[src/rtl/flux_rr_scheduler.sv]
// ---------------------------------------------------------------------------
// flux_rr_scheduler
//
// Round-robin scheduler for multi-flux HEVC actors. Each cycle it grants at
// most one flux whose input FIFO has data and whose output FIFO has room. A
// granted flux may keep the grant for up to BURST consecutive cycles. After
// that, the search start rotates past it so that no flux can starve the others.
//
// Ports:
//   clk          - clock; all state updates on its rising edge
//   rst          - synchronous, active-high reset
//   en           - scheduler enable; when low, no grant is made and state holds
//   empty[FLUX]  - per-flux input FIFO empty flags
//   full[FLUX]   - per-flux output FIFO full flags
//   read[FLUX]   - one-hot read strobe to the granted input FIFO (or zero)
//   write        - write strobe to the shared output FIFO
//   tag          - index of the granted flux (0 when write is low)
//   burst_active - high while a burst is in progress
// ---------------------------------------------------------------------------
module flux_rr_scheduler #(
    parameter int FLUX      = 2,
    parameter int TAG_WIDTH = $clog2(FLUX),
    parameter int BURST     = 4,
    parameter int CNT_WIDTH = $clog2(BURST + 1)
) (
    input  logic                 clk,
    input  logic                 rst,
    input  logic                 en,
    input  logic [FLUX-1:0]      empty,
    input  logic [FLUX-1:0]      full,
    output logic [FLUX-1:0]      read,
    output logic                 write,
    output logic [TAG_WIDTH-1:0] tag,
    output logic                 burst_active
);

    localparam logic [0:0] ST_IDLE  = 1'b0;
    localparam logic [0:0] ST_BURST = 1'b1;

    logic [0:0]           state, state_n;
    logic [TAG_WIDTH-1:0] ptr, ptr_n;
    logic [TAG_WIDTH-1:0] owner, owner_n;
    logic [CNT_WIDTH-1:0] cnt, cnt_n;

    logic [FLUX-1:0]      elig;
    logic [TAG_WIDTH-1:0] base;
    logic                 found;
    logic [TAG_WIDTH-1:0] g_search;
    logic                 grant;
    logic [TAG_WIDTH-1:0] gnt;

    // Explicit wrap so that FLUX does not have to be a power of two.
    function automatic logic [TAG_WIDTH-1:0] next_idx(input logic [TAG_WIDTH-1:0] i);
        return (i == TAG_WIDTH'(FLUX - 1)) ? '0 : i + TAG_WIDTH'(1);
    endfunction

    // First eligible index scanning base, base+1, ... (mod FLUX).
    // Returns {found, index}. This is a linear priority chain of depth FLUX.
    function automatic logic [TAG_WIDTH:0] search(input logic [FLUX-1:0]      e,
                                                  input logic [TAG_WIDTH-1:0] b);
        logic [TAG_WIDTH-1:0] idx;
        logic                 f;
        logic [TAG_WIDTH-1:0] g;
        idx = b;
        f   = 1'b0;
        g   = '0;
        for (int k = 0; k < FLUX; k++) begin
            if (!f && e[idx]) begin
                f = 1'b1;
                g = idx;
            end
            idx = next_idx(idx);
        end
        return {f, g};
    endfunction

    always_comb begin
        elig = ~empty & ~full;

        // The search runs from ptr while idle. While a burst is running, it
        // runs from past the owner, so the result is only used when the owner
        // has just become ineligible (the burst breaks with no bubble).
        base = (state == ST_BURST) ? next_idx(owner) : ptr;
        {found, g_search} = search(elig, base);

        grant   = 1'b0;
        gnt     = '0;
        state_n = state;
        ptr_n   = ptr;
        owner_n = owner;
        cnt_n   = cnt;

        if (en) begin
            if (state == ST_BURST && elig[owner]) begin
                grant = 1'b1;
                gnt   = owner;
                if (cnt + CNT_WIDTH'(1) == CNT_WIDTH'(BURST)) begin
                    ptr_n   = next_idx(owner);
                    cnt_n   = '0;
                    state_n = ST_IDLE;
                end else begin
                    cnt_n = cnt + CNT_WIDTH'(1);
                end
            end else if (found) begin
                grant = 1'b1;
                gnt   = g_search;
                if (BURST == 1) begin
                    ptr_n   = next_idx(g_search);
                    state_n = ST_IDLE;
                end else begin
                    owner_n = g_search;
                    cnt_n   = CNT_WIDTH'(1);
                    state_n = ST_BURST;
                end
            end else if (state == ST_BURST) begin
                // The owner dropped out and nobody else is ready: give up the burst.
                ptr_n   = next_idx(owner);
                cnt_n   = '0;
                state_n = ST_IDLE;
            end
        end

        read = '0;
        if (grant) begin
            read[gnt] = 1'b1;
        end
        write        = grant;
        tag          = gnt;
        burst_active = (state == ST_BURST);
    end

    always_ff @(posedge clk) begin
        if (rst) begin
            state <= ST_IDLE;
            ptr   <= '0;
            owner <= '0;
            cnt   <= '0;
        end else begin
            state <= state_n;
            ptr   <= ptr_n;
            owner <= owner_n;
            cnt   <= cnt_n;
        end
    end

endmodule

[config.mk]
export PLATFORM = sky130hd
export DESIGN_NAME = flux_rr_scheduler
export DESIGN_NICKNAME = d
export VERILOG_FILES = /design/src/rtl/flux_rr_scheduler.sv
export SDC_FILE = /design/constraint.sdc
export NUM_CORES = 1
export LEC_CHECK = 0
export CELL_PAD_IN_SITES_DETAIL_PLACEMENT = 0
export CELL_PAD_IN_SITES_GLOBAL_PLACEMENT = 1
export CORE_MARGIN = 2
export CORE_UTILIZATION = 31
export CTS_CLUSTER_SIZE = 28
export DETAILED_ROUTE_END_ITERATION = 10
export PLACE_DENSITY_LB_ADDON = 0.1
export SETUP_SLACK_MARGIN = 0.02
export SYNTH_ARGS = -nofsm -noshare
export SYNTH_HDL_FRONTEND = slang
export SYNTH_SLANG_ARGS = --single-unit
[constraint.sdc]
create_clock -name clk -period 1.7 [get_ports clk]
set_clock_uncertainty 0.05 [all_clocks]
set_input_delay 0.34 -clock clk [delete_from_list [all_inputs] [get_ports clk]]
set_output_delay 0.34 -clock clk [all_outputs]
set_load 0.02 [all_outputs]
==> impl_metrics.json, run 1 <==
{
  "outcome": "complete, no violations",
  "portBuffers": 11,
  "maxSlewViolCount": 0,
  "drive_above_1_share": 0.395,
  "worst_slack_ns": 0.0423,
  "crit_path_end_kind": "register",
  "mostFrequentLayoutCells": "buf_4 (16), dfxtp_1 (6), dlygate4sd2_1 (6)",
  "crit_path_top_delay_cell": "or4b_1",
  "nets": 92,
  "antenna_found_initial": 0,
  "whs_endpoint": "cnt[1]",
  "grt_max_degree": 9,
  "p_leak_uw": 0.000315,
  "cp.arrival_ns": 1.79,
  "routabilityCongestion": 0.645,
  "max-slew-margin-rel": 0.810,
  "avgSynthCellArea_um2": 7.94,
  "n_antenna_cell": 0,
  "p_per_area_nw_per_um2": 548,
  "initial_core_util": 0.325,
  "final_hold_viol_count": 0,
  "r2r_cells": 5,
  "crit_family": "simple AND/OR/NAND/NOR gates",
  "clk_path_buf_depth": 2,
  "htree_levels": 1,
  "fin_tns_setup_ns": 0,
  "yosysSeqAreaShare": 0.291,
  "critPathLaunchType": "primary input",
  "crit_fanout": 5,
  "maxCapViolCount": 0,
  "crit_required_ns": 1.83,
  "dpl_cell_area_um2": 651,
  "grt_pass1_vias": 371,
  "syn2layout_area_growth_pct": 68.8,
  "yosys_warnings": 0,
  "clock_sinks": 6,
  "synth_seq_cells": 6,
  "cts_tree": "yes",
  "whs_path_depth": 2,
  "whs_ns": 0.444,
  "layout_commonest_cell": "buf_4",
  "clk_latency_ns": 0.24,
  "die_area_um2": 1640,
  "grt_pass1_wl_um": 1520,
  "ios": 12,
  "dp_slack_ns": -0.489,
  "path_buf_inv": 2,
  "place.detailed.hpwl_um": 827,
  "drcViolationCount": 0,
  "rrSetupSlack_ns": 0.06,
  "routedWlPerCell_um": 11.8,
  "grt_usage": 0.142,
  "max_stage_delay_ns": 0.53,
  "hold_class": "reg -> reg",
  "detail-route-antenna-nets": 0,
  "irDropWorstVdd_mv": 0.413,
  "clk_pin_slew_worst_paths_ns": 0.05,
  "worstReg2RegEnd": "cnt[1]",
  "nFillCells": 135,
  "die_w_um": 40.5,
  "period_minus_slack_ns": 1.66,
  "finish.utilization": 0.549,
  "rr_startpoint": "owner",
  "syn-cell-area_um2": 413,
  "crit_type": "in -> reg",
  "finalCritPeriodShare": 0.975,
  "routed_wl_um": 1130,
  "rows": 13,
  "grt_overflow": 0,
  "syn_inst": 52,
  "drtIter0Drc": 12,
  "worstMarginPinSlew_ns": 0.283,
  "viasPerCell": 4.94,
  "core_area_um2": 1270,
  "hold_buffers": 0,
  "final_cell_area_um2": 697,
  "hold_start": "cnt[1]",
  "cts_buffers": 3,
  "yosys.cell_types.count": 26,
  "fmax_mhz": 603,
  "firstDrtPassIters": 4,
  "syn_nets": 61,
  "vias": 474,
  "cts-root-buf": "clkbuf_4",
  "path_cells": "dlygate4sd2_1 > buf_4 > nor4b_2 > a31oi_2 > or4b_1 > a21oi_2",
  "die_h_um": 40.5,
  "setup_violations": 0
}
==> power breakdown <==
group	internal, µW	total (µW)	leakage (µW)	switching, µW
sequential	146	150	0.0000488	3.58
clock	79.8	131	0.0000138	50.9
combinational	53.6	101	0.000252	47.8
total	279	382	0.000315	102
==> cells in the mapped netlist <==
master / n / share of area
nand2b_1: 2 / 0.030
nor4b_2: 1 / 0.036
nand4_1: 1 / 0.015
and2_1: 1 / 0.015
or2b_1: 2 / 0.036
nand2_1: 5 / 0.045
o22ai_1: 2 / 0.030
o21ai_0: 3 / 0.036
xor2_1: 1 / 0.021
inv_1: 3 / 0.027
nand3_1: 2 / 0.024
clkbuf_1: 1 / 0.0091
a21boi_0: 1 / 0.018
mux2_2: 1 / 0.027
ha_1: 2 / 0.061
a21oi_1: 6 / 0.073
dfxtp_1: 6 / 0.29
nor2b_1: 1 / 0.015
nor4_1: 2 / 0.030
a311o_1: 1 / 0.024
a21bo_2: 1 / 0.024
o311a_1: 1 / 0.024
a31oi_1: 1 / 0.015
or4b_1: 1 / 0.024
nand3b_1: 1 / 0.018
nor2_1: 3 / 0.027
==> through the flow <==
step,power (µW),instances
detailed placement,252,92
floorplan,189,52
global placement,253,92
global route,402,96
CTS,380,95
finish,382,96
==> worst max-delay path by stage <==
stage	endpoint	depth (start not counted)	start	slack (ns)
3_3_place_gp	read[0]	4	full[0]	-0.55
5_1_grt	cnt[1]	6	full[0]	-0.003
3_5_place_dp	read[0]	4	full[0]	-0.49
2_1_floorplan	read[0]	3	burst_active	0.09
6_report	cnt[1]	6	full[0]	0.04
4_1_cts	read[0]	4	burst_active	0.02
==> registers in the layout, summed over array words and instances (netlist names) <==
register / cells
owner: 1
cnt: 3
burst_active: 1
ptr: 1
==> area by class of cell <==
class                      count  area [µm²]  share of cell area
clock buffer                   3        22.5              0.0323
inverter                       3        11.3              0.0162
multi-input combinational     42         315               0.452
sequential                     6         120               0.172
tap                           15        18.8              0.0269
timing repair buffer          27         209               0.300
==> cells by family after synthesis <==
family          Yosys count  synth area share
xor+xnor                  1            0.0212
mux                       1            0.0273
simple gates             22             0.318
buf+inv                   4            0.0364
compound gates           16             0.245
flops                     6             0.291
fa+ha+maj                 2            0.0606
==> layer usage <==
| metal | wire length (µm) | vias up | share of wire | track usage |
|---|---|---|---|---|
| met4 | 0 | 0 | 0 | 0.0500 |
| met3 | 89 | 0 | 0.079 | 0.0500 |
| met2 | 481 | 15 | 0.43 | 0.183 |
| li1 | - | 250 | - | - |
| met5 | 0 | - | 0 | 0 |
| met1 | 558 | 209 | 0.49 | 0.211 |
==> tightest hold or removal path, delay by kind of cell, from the launching register on <==
family	cells	cell delay, ns
flip-flops	1	0.32
AND/OR/NAND/NOR	1	0.08
AO/OA/AOI/OAI	1	0.05
==> repair_timing <==
item                                    CTS  global route
buffers inserted                          0             1
endpoints found under the setup margin   11             4
hold endpoints to repair                  0             0
pin swaps                                 0             1
gates cloned                              0             0
gates resized for setup                  27             6
(Power assumes the default switching activity.)
==> run 2, diff against run 1 <==
--- a/config.mk
+++ b/config.mk
@@ -7,10 +7,10 @@
 export LEC_CHECK = 0
 export CELL_PAD_IN_SITES_DETAIL_PLACEMENT = 0
 export CELL_PAD_IN_SITES_GLOBAL_PLACEMENT = 1
-export CORE_MARGIN = 2
-export CORE_UTILIZATION = 31
+export CORE_AREA = 2 2 39 41
 export CTS_CLUSTER_SIZE = 28
 export DETAILED_ROUTE_END_ITERATION = 10
+export DIE_AREA = 0 0 41 43
 export PLACE_DENSITY_LB_ADDON = 0.1
 export SETUP_SLACK_MARGIN = 0.02
 export SYNTH_ARGS = -nofsm -noshare
==> constraint.sdc (replaced) <==
create_clock -name clk -period 2 [get_ports clk]
set_clock_uncertainty 0.05 [all_clocks]
set_input_delay 0.4 -clock clk [delete_from_list [all_inputs] [get_ports clk]]
set_output_delay 0.4 -clock clk [all_outputs]
set_load 0.02 [all_outputs]
==> run 2 against run 1 <==
Against the previous run: clock power fell by 11%; total power fell by 13%; first-iteration DRC count fell by 17%; register-to-register slack improved by 0.31 ns; largest power group unchanged.
==> impl_metrics.json, run 2 (same netlist as run 1, synthesis figures left out) <==
{
  "worstMarginPinSlew_ns": 0.314,
  "power_frac_comb": 0.270,
  "path_buf_inv": 3,
  "drive_above_1_share": 0.366,
  "crit_type": "in -> out",
  "p_clk_frac": 0.348,
  "cts_tree": "yes",
  "detail-route-antenna-nets": 0,
  "routedWlPerCell_um": 11.1,
  "drcViolationCount": 0,
  "crit_required_ns": 1.55,
  "seq_power_share": 0.381,
  "place.detailed.hpwl_um": 810,
  "crit_fanout": 3,
  "p_switching_uw": 92.0,
  "max_stage_delay_ns": 0.53,
  "grt_max_degree": 8,
  "antenna_found_initial": 0,
  "portBuffers": 11,
  "grt_pass1_vias": 395,
  "ios": 12,
  "mostFrequentLayoutCells": "buf_4 (17), clkdlybuf4s50_1 (7), a21oi_1 (6), dfxtp_1 (6), nand2_1 (5)",
  "final_hold_viol_count": 0,
  "n_antenna_cell": 0,
  "die_w_um": 41,
  "clk_latency_ns": 0.25,
  "power_uw": 334,
  "swShare": 0.276,
  "routed_wl_um": 1090,
  "irDropWorstVdd_mv": 0.264,
  "hold_buffers": 0,
  "drtIter0Drc": 10,
  "nets": 93,
  "clock_sinks": 6,
  "layout_commonest_cell": "buf_4",
  "critPathLaunchType": "primary input",
  "hold_class": "reg -> reg",
  "cts_buffers": 3,
  "syn2layout_area_growth_pct": 70.0,
  "clk_path_buf_depth": 2,
  "path_cells": "clkdlybuf4s50_1 > nor2_1 > buf_4 > a21oi_1 > buf_2",
  "maxCapViolCount": 0,
  "p_per_area_nw_per_um2": 475,
  "whs_ns": 0.431,
  "cp.arrival_ns": 1.43,
  "crit_path_top_delay_cell": "clkdlybuf4s50_1",
  "viasPerCell": 4.99,
  "regMostFlops": "cnt",
  "period_minus_slack_ns": 1.88,
  "core_area_um2": 1380,
  "largest_register_ffs": 3,
  "htree_levels": 1,
  "grt_usage": 0.134,
  "die_area_um2": 1760,
  "die_h_um": 43,
  "routabilityCongestion": 0.724,
  "firstDrtPassIters": 5,
  "crit_family": "buffers and inverters",
  "p_leak_uw": 0.000299,
  "fmax_mhz": 531,
  "grt_overflow": 0,
  "max-slew-margin-rel": 0.789,
  "maxSlewViolCount": 0,
  "vias": 489,
  "clk_pin_slew_worst_paths_ns": 0.05,
  "setup_violations": 0,
  "grt_pass1_wl_um": 1650,
  "intPower_uw": 242,
  "finalCritPeriodShare": 0.942,
  "rows": 14,
  "rsz0062_at_grt": "yes",
  "finish.utilization": 0.507,
  "crit_path_end_kind": "primary output",
  "outcome": "complete, no violations",
  "initial_core_util": 0.298,
  "cts-root-buf": "clkbuf_4"
}
==> run 2: layer usage <==
layer,vias up,part of all wire,track usage
met5,-,0,0
met1,227,0.51,0.217
li1,250,-,-
met2,9,0.44,0.159
met3,3,0.037,0.0314
met4,0,0.017,0.0600
==> run 2: area by class of cell <==
class / count / area [µm²]
Fill cell: 139 / 682
Multi-Input combinational cell: 42 / 310
Timing Repair Buffer: 28 / 218
Sequential cell: 6 / 120
Clock buffer: 3 / 22.5
Tap cell: 16 / 20.0
Inverter: 3 / 11.3
==> run 2: worst paths after layout <==
kind | to | slack, ns | start | cells after the start
max | read[1] | 0.12 | empty[0] | 5
min | cnt[1] | 0.43 | cnt[1] | 2
max reg2reg | cnt[1] | 0.37 | burst_active | 6
min reg2reg | cnt[1] | 0.43 | cnt[1] | 2
==> run 2: power by group through the flow <==
| stage | Sequential, µW | Combinational [µW] | Clock, µW |
|---|---|---|---|
| final | 127 | 90.1 | 116 |
| after global routing | 127 | 97.7 | 121 |
| after CTS | 127 | 84.9 | 116 |
| after detailed placement | 129 | 84.4 | 0 |
| after global placement | 130 | 85.2 | 0 |
| after floorplan | 132 | 28.7 | 0 |
==> run 2: stage by stage <==
stage | setup TNS, ns | std cells | setup slack [ns] | area [µm²]
2_1_floorplan | 0 | 52 | 0.330 | 413
3_3_place_gp | -1.95 | 93 | -0.334 | 652
3_5_place_dp | -1.77 | 93 | -0.340 | 652
4_1_cts | 0 | 96 | 0.0311 | 679
5_1_grt | -0.00285 | 98 | -0.00285 | 702
6_report | 0 | 98 | 0.117 | 702
==> run 2: worst min-delay path: cells and delay by family (launching register included) <==
kind,cells,cell delay [ns]
flops,1,0.33
compound gates,1,0.05
simple gates,1,0.06
==> run 2: timing repair <==
action	CTS	global route
setup buffers	0	2
endpoints found under the setup margin	4	8
gates resized for setup	12	10
==> run 3, diff against run 2 <==
--- a/config.mk
+++ b/config.mk
@@ -13,6 +13,7 @@
 export DIE_AREA = 0 0 41 43
 export PLACE_DENSITY_LB_ADDON = 0.1
 export SETUP_SLACK_MARGIN = 0.02
+export SLEW_MARGIN = 30
 export SYNTH_ARGS = -nofsm -noshare
 export SYNTH_HDL_FRONTEND = slang
 export SYNTH_SLANG_ARGS = --single-unit
==> results of run 3 <==
Final layout, timing and power as in run 2 (identical DEF).
